## src/rtl/avalon_dma_master.sv

```systemverilog
// Avalon-MM DMA master: copies 32-bit words one at a time through a single buffer.
// Optional waitrequest watchdog is enabled by defining AVALON_DMA_TIMEOUT_EN.
module avalon_dma_master #(
    parameter int unsigned TIMEOUT_CYCLES = 1024
) (
    input  logic        clk,
    input  logic        rst,
    input  logic        start,
    input  logic [31:0] src_addr,
    input  logic [31:0] dst_addr,
    input  logic [15:0] length,
    output logic        busy,
    output logic        done,
    output logic        error,
    output logic        chipselect,
    output logic        read_n,
    output logic        write_n,
    output logic [31:0] address,
    output logic [3:0]  byteEnable_n,
    output logic [31:0] writeData,
    input  logic [31:0] readData,
    input  logic        waitrequest
);
    typedef enum logic [1:0] {IDLE, READ, WRITE, FINISH} state_t;

    state_t      state_q;
    state_t      state_d;
    logic [31:0] src_q;
    logic [31:0] dst_q;
    logic [31:0] src_b;
    logic [31:0] dst_b;
    logic [31:0] addr_d;
    logic [15:0] len_q;
    logic [15:0] idx_q;
    logic [15:0] idx_d;
    logic        tmo;
    logic        abort;
    logic        xfer_d;

`ifdef AVALON_DMA_TIMEOUT_EN
    localparam int CNT_W = $clog2(TIMEOUT_CYCLES + 1);
    localparam logic [CNT_W-1:0] CNT_LAST = CNT_W'(TIMEOUT_CYCLES - 1);

    logic [CNT_W-1:0] wait_cnt;
    logic             stalled;

    assign stalled = (state_q == READ || state_q == WRITE) && waitrequest;
    assign tmo     = stalled && (wait_cnt == CNT_LAST);

    always_ff @(posedge clk) begin
        if (rst || !stalled || tmo)
            wait_cnt <= '0;
        else
            wait_cnt <= wait_cnt + 1'b1;
    end
`else
    logic unused_cfg;
    assign unused_cfg = ^TIMEOUT_CYCLES;
    assign tmo        = 1'b0;
`endif

    always_comb begin
        state_d = state_q;
        idx_d   = idx_q;
        abort   = 1'b0;
        src_b   = src_q;
        dst_b   = dst_q;
        unique case (state_q)
            IDLE: begin
                src_b = src_addr;
                dst_b = dst_addr;
                if (start) begin
                    idx_d   = '0;
                    state_d = (length == 16'd0) ? FINISH : READ;
                end
            end
            READ: begin
                if (!waitrequest) begin
                    state_d = WRITE;
                end else if (tmo) begin
                    state_d = FINISH;
                    abort   = 1'b1;
                end
            end
            WRITE: begin
                if (!waitrequest) begin
                    if (idx_q == len_q - 16'd1) begin
                        state_d = FINISH;
                    end else begin
                        idx_d   = idx_q + 16'd1;
                        state_d = READ;
                    end
                end else if (tmo) begin
                    state_d = FINISH;
                    abort   = 1'b1;
                end
            end
            FINISH:  state_d = IDLE;
            default: state_d = IDLE;
        endcase
    end

    // Outputs are registered from the next state so the bus sees them one edge later.
    assign xfer_d = (state_d == READ) || (state_d == WRITE);
    assign addr_d = ((state_d == WRITE) ? dst_b : src_b) + {14'd0, idx_d, 2'b00};

    always_ff @(posedge clk) begin
        if (rst)
            state_q <= IDLE;
        else
            state_q <= state_d;
    end

    always_ff @(posedge clk) begin
        if (rst) begin
            src_q        <= '0;
            dst_q        <= '0;
            len_q        <= '0;
            idx_q        <= '0;
            busy         <= 1'b0;
            done         <= 1'b0;
            error        <= 1'b0;
            chipselect   <= 1'b0;
            read_n       <= 1'b1;
            write_n      <= 1'b1;
            byteEnable_n <= 4'b1111;
            address      <= '0;
            writeData    <= '0;
        end else begin
            if (state_q == IDLE && start && length != 16'd0) begin
                src_q <= src_addr;
                dst_q <= dst_addr;
                len_q <= length;
            end
            idx_q        <= idx_d;
            busy         <= xfer_d;
            done         <= (state_d == FINISH);
            error        <= abort;
            chipselect   <= xfer_d;
            read_n       <= (state_d != READ);
            write_n      <= (state_d != WRITE);
            byteEnable_n <= xfer_d ? 4'b0000 : 4'b1111;
            address      <= xfer_d ? addr_d : '0;
            if (state_q == READ && !waitrequest)
                writeData <= readData;
        end
    end
endmodule

```

## config.mk

```make
export PLATFORM = sky130hd
export DESIGN_NAME = avalon_dma_master
export DESIGN_NICKNAME = d
export VERILOG_FILES = /design/src/rtl/avalon_dma_master.sv
export SDC_FILE = /design/constraint.sdc
export NUM_CORES = 1
export LEC_CHECK = 0
export CELL_PAD_IN_SITES_DETAIL_PLACEMENT = 0
export CELL_PAD_IN_SITES_GLOBAL_PLACEMENT = 1
export CORE_UTILIZATION = 38
export CTS_CLUSTER_SIZE = 14
export DETAILED_ROUTE_END_ITERATION = 7
export HOLD_SLACK_MARGIN = 0.02
export PLACE_DENSITY = 0.86
export SYNTH_ARGS = -nofsm -noshare
export SYNTH_HDL_FRONTEND = slang
export SYNTH_SLANG_ARGS = --single-unit
export TNS_END_PERCENT = 1
```

## constraint.sdc

```tcl
create_clock -name clk -period 6.1 [get_ports clk]
set_input_delay 1.22 -clock clk [delete_from_list [all_inputs] [get_ports clk]]
set_output_delay 1.22 -clock clk [all_outputs]
set_load 0.005 [all_outputs]
```

==> impl_results.html <==
<table>
<tr><th>Metric</th><th>Value</th></tr>
<tr><th colspan="2">Power</th></tr>
<tr><td>Highest ir drop seen on vdd</td><td>193 uV</td></tr>
<tr><td>Switching power</td><td>887 uW</td></tr>
<tr><td>Pwr Density</td><td>274 mW/mm2</td></tr>
<tr><td>Internal power</td><td>2140 uW</td></tr>
<tr><td>Switching Fraction</td><td>29.4%</td></tr>
<tr><td>Share of power burned in combinational logic</td><td>24.3%</td></tr>
<tr><td>Portion of total power attributed to the clock network</td><td>34.9%</td></tr>
<tr><td>Standby leakage power</td><td>0.00398 uW</td></tr>
<tr><td>Sequential fraction of design power</td><td>40.8%</td></tr>
<tr><th colspan="2">STA</th></tr>
<tr><td>Fin crit share</td><td>93.0%</td></tr>
<tr><td>Max Freq</td><td>176 MHz</td></tr>
<tr><td>Worst max-slew margin expressed relative to the limit</td><td>23.5%</td></tr>
<tr><td>Aggregate negative setup slack</td><td>0 ns</td></tr>
<tr><td>Slew at the pin with the worst max-slew slack</td><td>1.15 ns</td></tr>
<tr><td>Pins over their slew limit</td><td>0</td></tr>
<tr><td>Final-report setup violation count</td><td>0</td></tr>
<tr><td>Final Critical Period</td><td>5.67 ns</td></tr>
<tr><td>Setup repair after global routing missed its margin</td><td>no</td></tr>
<tr><td>Tightest hold margin</td><td>0.450 ns</td></tr>
<tr><td>Final clock skew</td><td>0.00801 ns</td></tr>
<tr><td>Count of endpoints failing hold in the final timing report</td><td>0</td></tr>
<tr><th colspan="2">Yosys</th></tr>
<tr><td>Main flop type after synthesis</td><td>sky130_fd_sc_hd__dfxtp_1</td></tr>
<tr><td>FFs w/ async S/R, synth</td><td>0%</td></tr>
<tr><td>Number of enable-type register cells in the synthesized netlist</td><td>0</td></tr>
<tr><td>Warning count from the yosys run</td><td>0</td></tr>
<tr><td>Sequential cell area fraction in the yosys report</td><td>39.7%</td></tr>
<tr><td>Dominant cell type by area after synthesis</td><td>sky130_fd_sc_hd__dfxtp_1</td></tr>
<tr><td>Average footprint of a synthesized cell</td><td>8.45 um2</td></tr>
<tr><td>Top cells by area in the synthesized netlist</td><td>sky130_fd_sc_hd__dfxtp_1 40%, sky130_fd_sc_hd__nand2_1 12%, sky130_fd_sc_hd__mux4_2 8.3%, sky130_fd_sc_hd__a21oi_1 8.1%, sky130_fd_sc_hd__ha_1 3.1%</td></tr>
<tr><td>Number of register bits inferred by synthesis</td><td>167</td></tr>
<tr><td>Share of the synthesized area in the top cell type</td><td>39.7%</td></tr>
<tr><td>Cells after synthesis</td><td>997</td></tr>
<tr><td>Post-synthesis cell type count</td><td>61</td></tr>
<tr><td>Post-Synthesis Net Count</td><td>1135</td></tr>
<tr><td>Cell Area, Synth</td><td>0.00843 mm2</td></tr>
<tr><th colspan="2">Setup path</th></tr>
<tr><td>Setup slack on the worst flop-to-flop path</td><td>0.43 ns</td></tr>
<tr><td>Worst setup SP type</td><td>register</td></tr>
<tr><td>Worst-path maximum fanout</td><td>15</td></tr>
<tr><td>CP Class</td><td>register to register</td></tr>
<tr><td>Worst setup EP type</td><td>register</td></tr>
<tr><td>Worst reg2reg startpoint</td><td>len_q[0]$_SDFFE_PP0P_</td></tr>
<tr><td>Worst Reg2Reg Path Length in Cells</td><td>19</td></tr>
<tr><td>Endpoint of the worst-slack reg-to-reg timing path</td><td>address[29]$_SDFF_PP0_</td></tr>
<tr><td>Crit path arrival time</td><td>6.03 ns</td></tr>
<tr><td>Required time of the critical path</td><td>6.45 ns</td></tr>
<tr><th colspan="2">Flow run</th></tr>
<tr><td>Number of maximum-capacitance violations</td><td>0</td></tr>
<tr><th colspan="2">Layout</th></tr>
<tr><td>Final #Nets</td><td>1283</td></tr>
<tr><td>Number of non-filler instances in the completed layout</td><td>1438</td></tr>
<tr><td>Fillers</td><td>2047</td></tr>
<tr><td>Diode count</td><td>0</td></tr>
<tr><td>Fraction of layout instances using a drive strength above 1</td><td>9.15%</td></tr>
<tr><td>Area overhead of the layout relative to synthesis</td><td>30.8%</td></tr>
<tr><th colspan="2">Global routing</th></tr>
<tr><td>Wire length of the first global-routing pass</td><td>36700 um</td></tr>
<tr><td>GRT Util Overall</td><td>21.0%</td></tr>
<tr><td>Initial antenna violation count</td><td>1</td></tr>
<tr><td>Global-route congestion overflow total</td><td>0</td></tr>
<tr><td>Via count of the first global-routing pass</td><td>7077</td></tr>
<tr><td>Maximum number of pins on one net before global-route repair</td><td>86</td></tr>
<tr><th colspan="2">Clocking</th></tr>
<tr><td>Clk slew on worst S/H paths</td><td>0.06 ns</td></tr>
<tr><td>Post-cts repair resize count</td><td>0</td></tr>
<tr><td>Hold-fix buffer count after cts</td><td>0</td></tr>
<tr><td>Clock buffer count from CTS</td><td>17</td></tr>
<tr><td>Insertion delay of the later-clocked pin in the worst-skew pair</td><td>0.43 ns</td></tr>
<tr><td>Number of clock sinks</td><td>167</td></tr>
<tr><td>Post-CTS Setup Inserts</td><td>0</td></tr>
<tr><td>Deepest level of the CTS H-tree</td><td>4</td></tr>
<tr><td>Clock tree from TritonCTS</td><td>done</td></tr>
<tr><td>Maximum clock insertion buffer count</td><td>2</td></tr>
<tr><td>Clock Root Buffer</td><td>sky130_fd_sc_hd__clkbuf_16</td></tr>
<tr><th colspan="2">Drt</th></tr>
<tr><td>Vias after detailed routing</td><td>7453</td></tr>
<tr><td>Number of optimization iterations in the first detailed-route pass</td><td>5</td></tr>
<tr><td>Number of routed nets with antenna violations</td><td>0</td></tr>
<tr><td>Wire per inst</td><td>16.1 um</td></tr>
<tr><td>Number of DRC markers after the initial detailed-route iteration</td><td>455</td></tr>
<tr><td>Wire length after detailed routing</td><td>23200 um</td></tr>
<tr><td>Drc violations</td><td>0</td></tr>
<tr><td>Detailed-route vias per instance</td><td>5.18</td></tr>
<tr><th colspan="2">Place</th></tr>
<tr><td>Final RePlAce weighted congestion</td><td>0.827</td></tr>
<tr><td>Detail Placement HPWL</td><td>16800 um</td></tr>
<tr><td>Count of port buffers added during placement</td><td>188</td></tr>
<tr><td>Instance count after placement with tap cells included</td><td>1406</td></tr>
<tr><th colspan="2">Floorplan</th></tr>
<tr><td>Die height</td><td>151 um</td></tr>
<tr><td>Horizontal die dimension</td><td>151 um</td></tr>
<tr><td>Initial cell density of the core</td><td>38.7%</td></tr>
<tr><td>Std-Cell Core Area</td><td>0.0218 mm2</td></tr>
<tr><td>Die area</td><td>0.0228 mm2</td></tr>
<tr><td>I/O pin count</td><td>190</td></tr>
<tr><td>Std-Cell Rows</td><td>54</td></tr>
<tr><th colspan="2">Outcome</th></tr>
<tr><td>Status</td><td>complete, no violations</td></tr>
<tr><th colspan="2">Worst hold path</th></tr>
<tr><td>Number of cells on the worst hold path</td><td>2</td></tr>
<tr><td>Capture endpoint of the worst hold path</td><td>src_q[30]$_SDFFE_PP0P_</td></tr>
<tr><td>Critical hold path startpoint</td><td>src_q[30]$_SDFFE_PP0P_</td></tr>
<tr><td>Worst hold path class</td><td>register to register</td></tr>
</table>
-- power groups by stage --
stage               Sequential, uW  Clock, uW  Combinational (uW)
floorplan                     1250          0                 447
global placement              1250          0                 728
detailed placement            1260          0                 739
CTS                           1230       1080                 742
global route                  1240       1120                 814
finish                        1230       1060                 736
-- layer usage --
metal / part of all wire, % / track usage [%] / up-vias
met3: 7.4 / 6.72 / 19
li1: - / - / 3737
met2: 47 / 34.4 / 212
met5: 0.056 / 0 / -
met1: 44 / 26.6 / 3483
met4: 1.4 / 5.25 / 2
-- cell type report --
type / instances / area [um2] / share of cell area (%)
Clock buffer: 20 / 457 / 4.14
Clock inverter: 12 / 120 / 1.09
Inverter: 10 / 37.5 / 0.341
Multi-Input combinational cell: 753 / 4770 / 43.3
Sequential cell: 167 / 3340 / 30.3
Tap cell: 280 / 350 / 3.18
Timing Repair Buffer: 196 / 1940 / 17.6
-- Yosys cell counts (3+ instances only) --
library cell	n
sky130_fd_sc_hd__buf_1	3
sky130_fd_sc_hd__nand3b_1	3
sky130_fd_sc_hd__nand3_1	19
sky130_fd_sc_hd__nor2_1	52
sky130_fd_sc_hd__a21o_1	5
sky130_fd_sc_hd__nor3b_1	15
sky130_fd_sc_hd__xnor2_1	22
sky130_fd_sc_hd__o2111ai_1	4
sky130_fd_sc_hd__nor3_1	14
sky130_fd_sc_hd__xor2_1	14
sky130_fd_sc_hd__buf_2	3
sky130_fd_sc_hd__buf_4	5
sky130_fd_sc_hd__ha_1	21
sky130_fd_sc_hd__o21ai_0	15
sky130_fd_sc_hd__mux4_2	31
sky130_fd_sc_hd__nand4_1	14
sky130_fd_sc_hd__nor2b_1	3
sky130_fd_sc_hd__dfxtp_1	167
sky130_fd_sc_hd__a211oi_1	3
sky130_fd_sc_hd__and2_1	8
sky130_fd_sc_hd__a21boi_0	5
sky130_fd_sc_hd__clkbuf_1	54
sky130_fd_sc_hd__inv_1	10
sky130_fd_sc_hd__o31ai_1	4
sky130_fd_sc_hd__mux2_2	14
sky130_fd_sc_hd__nand2_1	269
sky130_fd_sc_hd__nand2b_1	9
sky130_fd_sc_hd__o211ai_1	5
sky130_fd_sc_hd__a21oi_1	136
sky130_fd_sc_hd__and4_1	4
sky130_fd_sc_hd__nor4_1	6
sky130_fd_sc_hd__or2_2	3
sky130_fd_sc_hd__mux2i_1	23
-- critical path, stage by stage (launching register included) --
cell and delay [ns]:
sky130_fd_sc_hd__dfxtp_1 0.36, sky130_fd_sc_hd__inv_1 0.08, sky130_fd_sc_hd__ha_1 0.17, sky130_fd_sc_hd__nor3b_2 0.42, sky130_fd_sc_hd__nand3b_1 0.16, sky130_fd_sc_hd__mux2i_1 0.16
sky130_fd_sc_hd__o21ai_0 0.19, sky130_fd_sc_hd__nor4_4 0.59, sky130_fd_sc_hd__o311ai_0 0.28, sky130_fd_sc_hd__inv_1 0.15, sky130_fd_sc_hd__ha_2 0.46, sky130_fd_sc_hd__mux4_2 0.42
sky130_fd_sc_hd__ha_1 0.30, sky130_fd_sc_hd__a21o_1 0.12, sky130_fd_sc_hd__nand4_1 0.13, sky130_fd_sc_hd__a311o_1 0.42, sky130_fd_sc_hd__a21oi_1 0.28, sky130_fd_sc_hd__o2111ai_1 0.37
sky130_fd_sc_hd__a2111o_1 0.45, sky130_fd_sc_hd__o21ai_0 0.07
-- state kept, by name, indices dropped and copies added, names as in the netlist, 2 cells and up --
register / count
len_q: 16
dst_q: 32
state_q: 2
address: 32
src_q: 32
idx_q: 16
writeData: 32
-- stage by stage --
step / utilization (%) / setup WS, ns / total power (uW) / instance area (um2)
after floorplan: - / 0.482 / 1700 / 8430
after global placement: 48.0 / 0.377 / 1980 / 10400
after detailed placement: 48.0 / 0.249 / 2000 / 10400
after CTS: 50.7 / 0.414 / 3050 / 11000
after global routing: 50.7 / 0.0128 / 3180 / 11000
final: 50.7 / 0.425 / 3020 / 11000
-- how the worst max path moves through the flow --
stage,start,end,slack [ns],depth (start not counted)
2_1_floorplan,len_q[0]$_SDFFE_PP0P_,address[24]$_SDFF_PP0_,0.48,23
3_3_place_gp,length[10],address[22]$_SDFF_PP0_,0.38,18
3_5_place_dp,length[3],address[29]$_SDFF_PP0_,0.25,17
4_1_cts,len_q[0]$_SDFFE_PP0P_,address[29]$_SDFF_PP0_,0.41,19
5_1_grt,len_q[0]$_SDFFE_PP0P_,address[24]$_SDFF_PP0_,0.01,20
6_report,len_q[0]$_SDFFE_PP0P_,address[29]$_SDFF_PP0_,0.43,19
-- kinds of logic after synthesis --
kind of cell | share of synthesized area [%]
adders and majority gates | 3.36
buffers and inverters | 3.88
DFF | 39.7
muxes | 13.2
other | 0.0445
and+or+nand+nor | 23.3
xor gates and xnor gates | 3.74
AOI/OAI and AO/OA | 12.8
-- layout by cell type, fill, tap and decap left out, drive strengths merged, types with 5 or more instances in the layout --
cell           count
nand2            269
clkdlybuf4s50    187
dfxtp            167
a21oi            136
nor2              53
mux4              31
mux2i             23
xnor2             22
ha                21
clkbuf            20
nand3             19
nor3b             16
o21ai             16
mux2              16
nor3              15
nand4             14
xor2              14
inv               12
buf                9
and2               9
nand2b             9
nor4               8
a21o               6
o211ai             5
a21boi             5
clkinvlp           5
o2111ai            5
No activity file was read; power rests on OpenSTA's default activity.
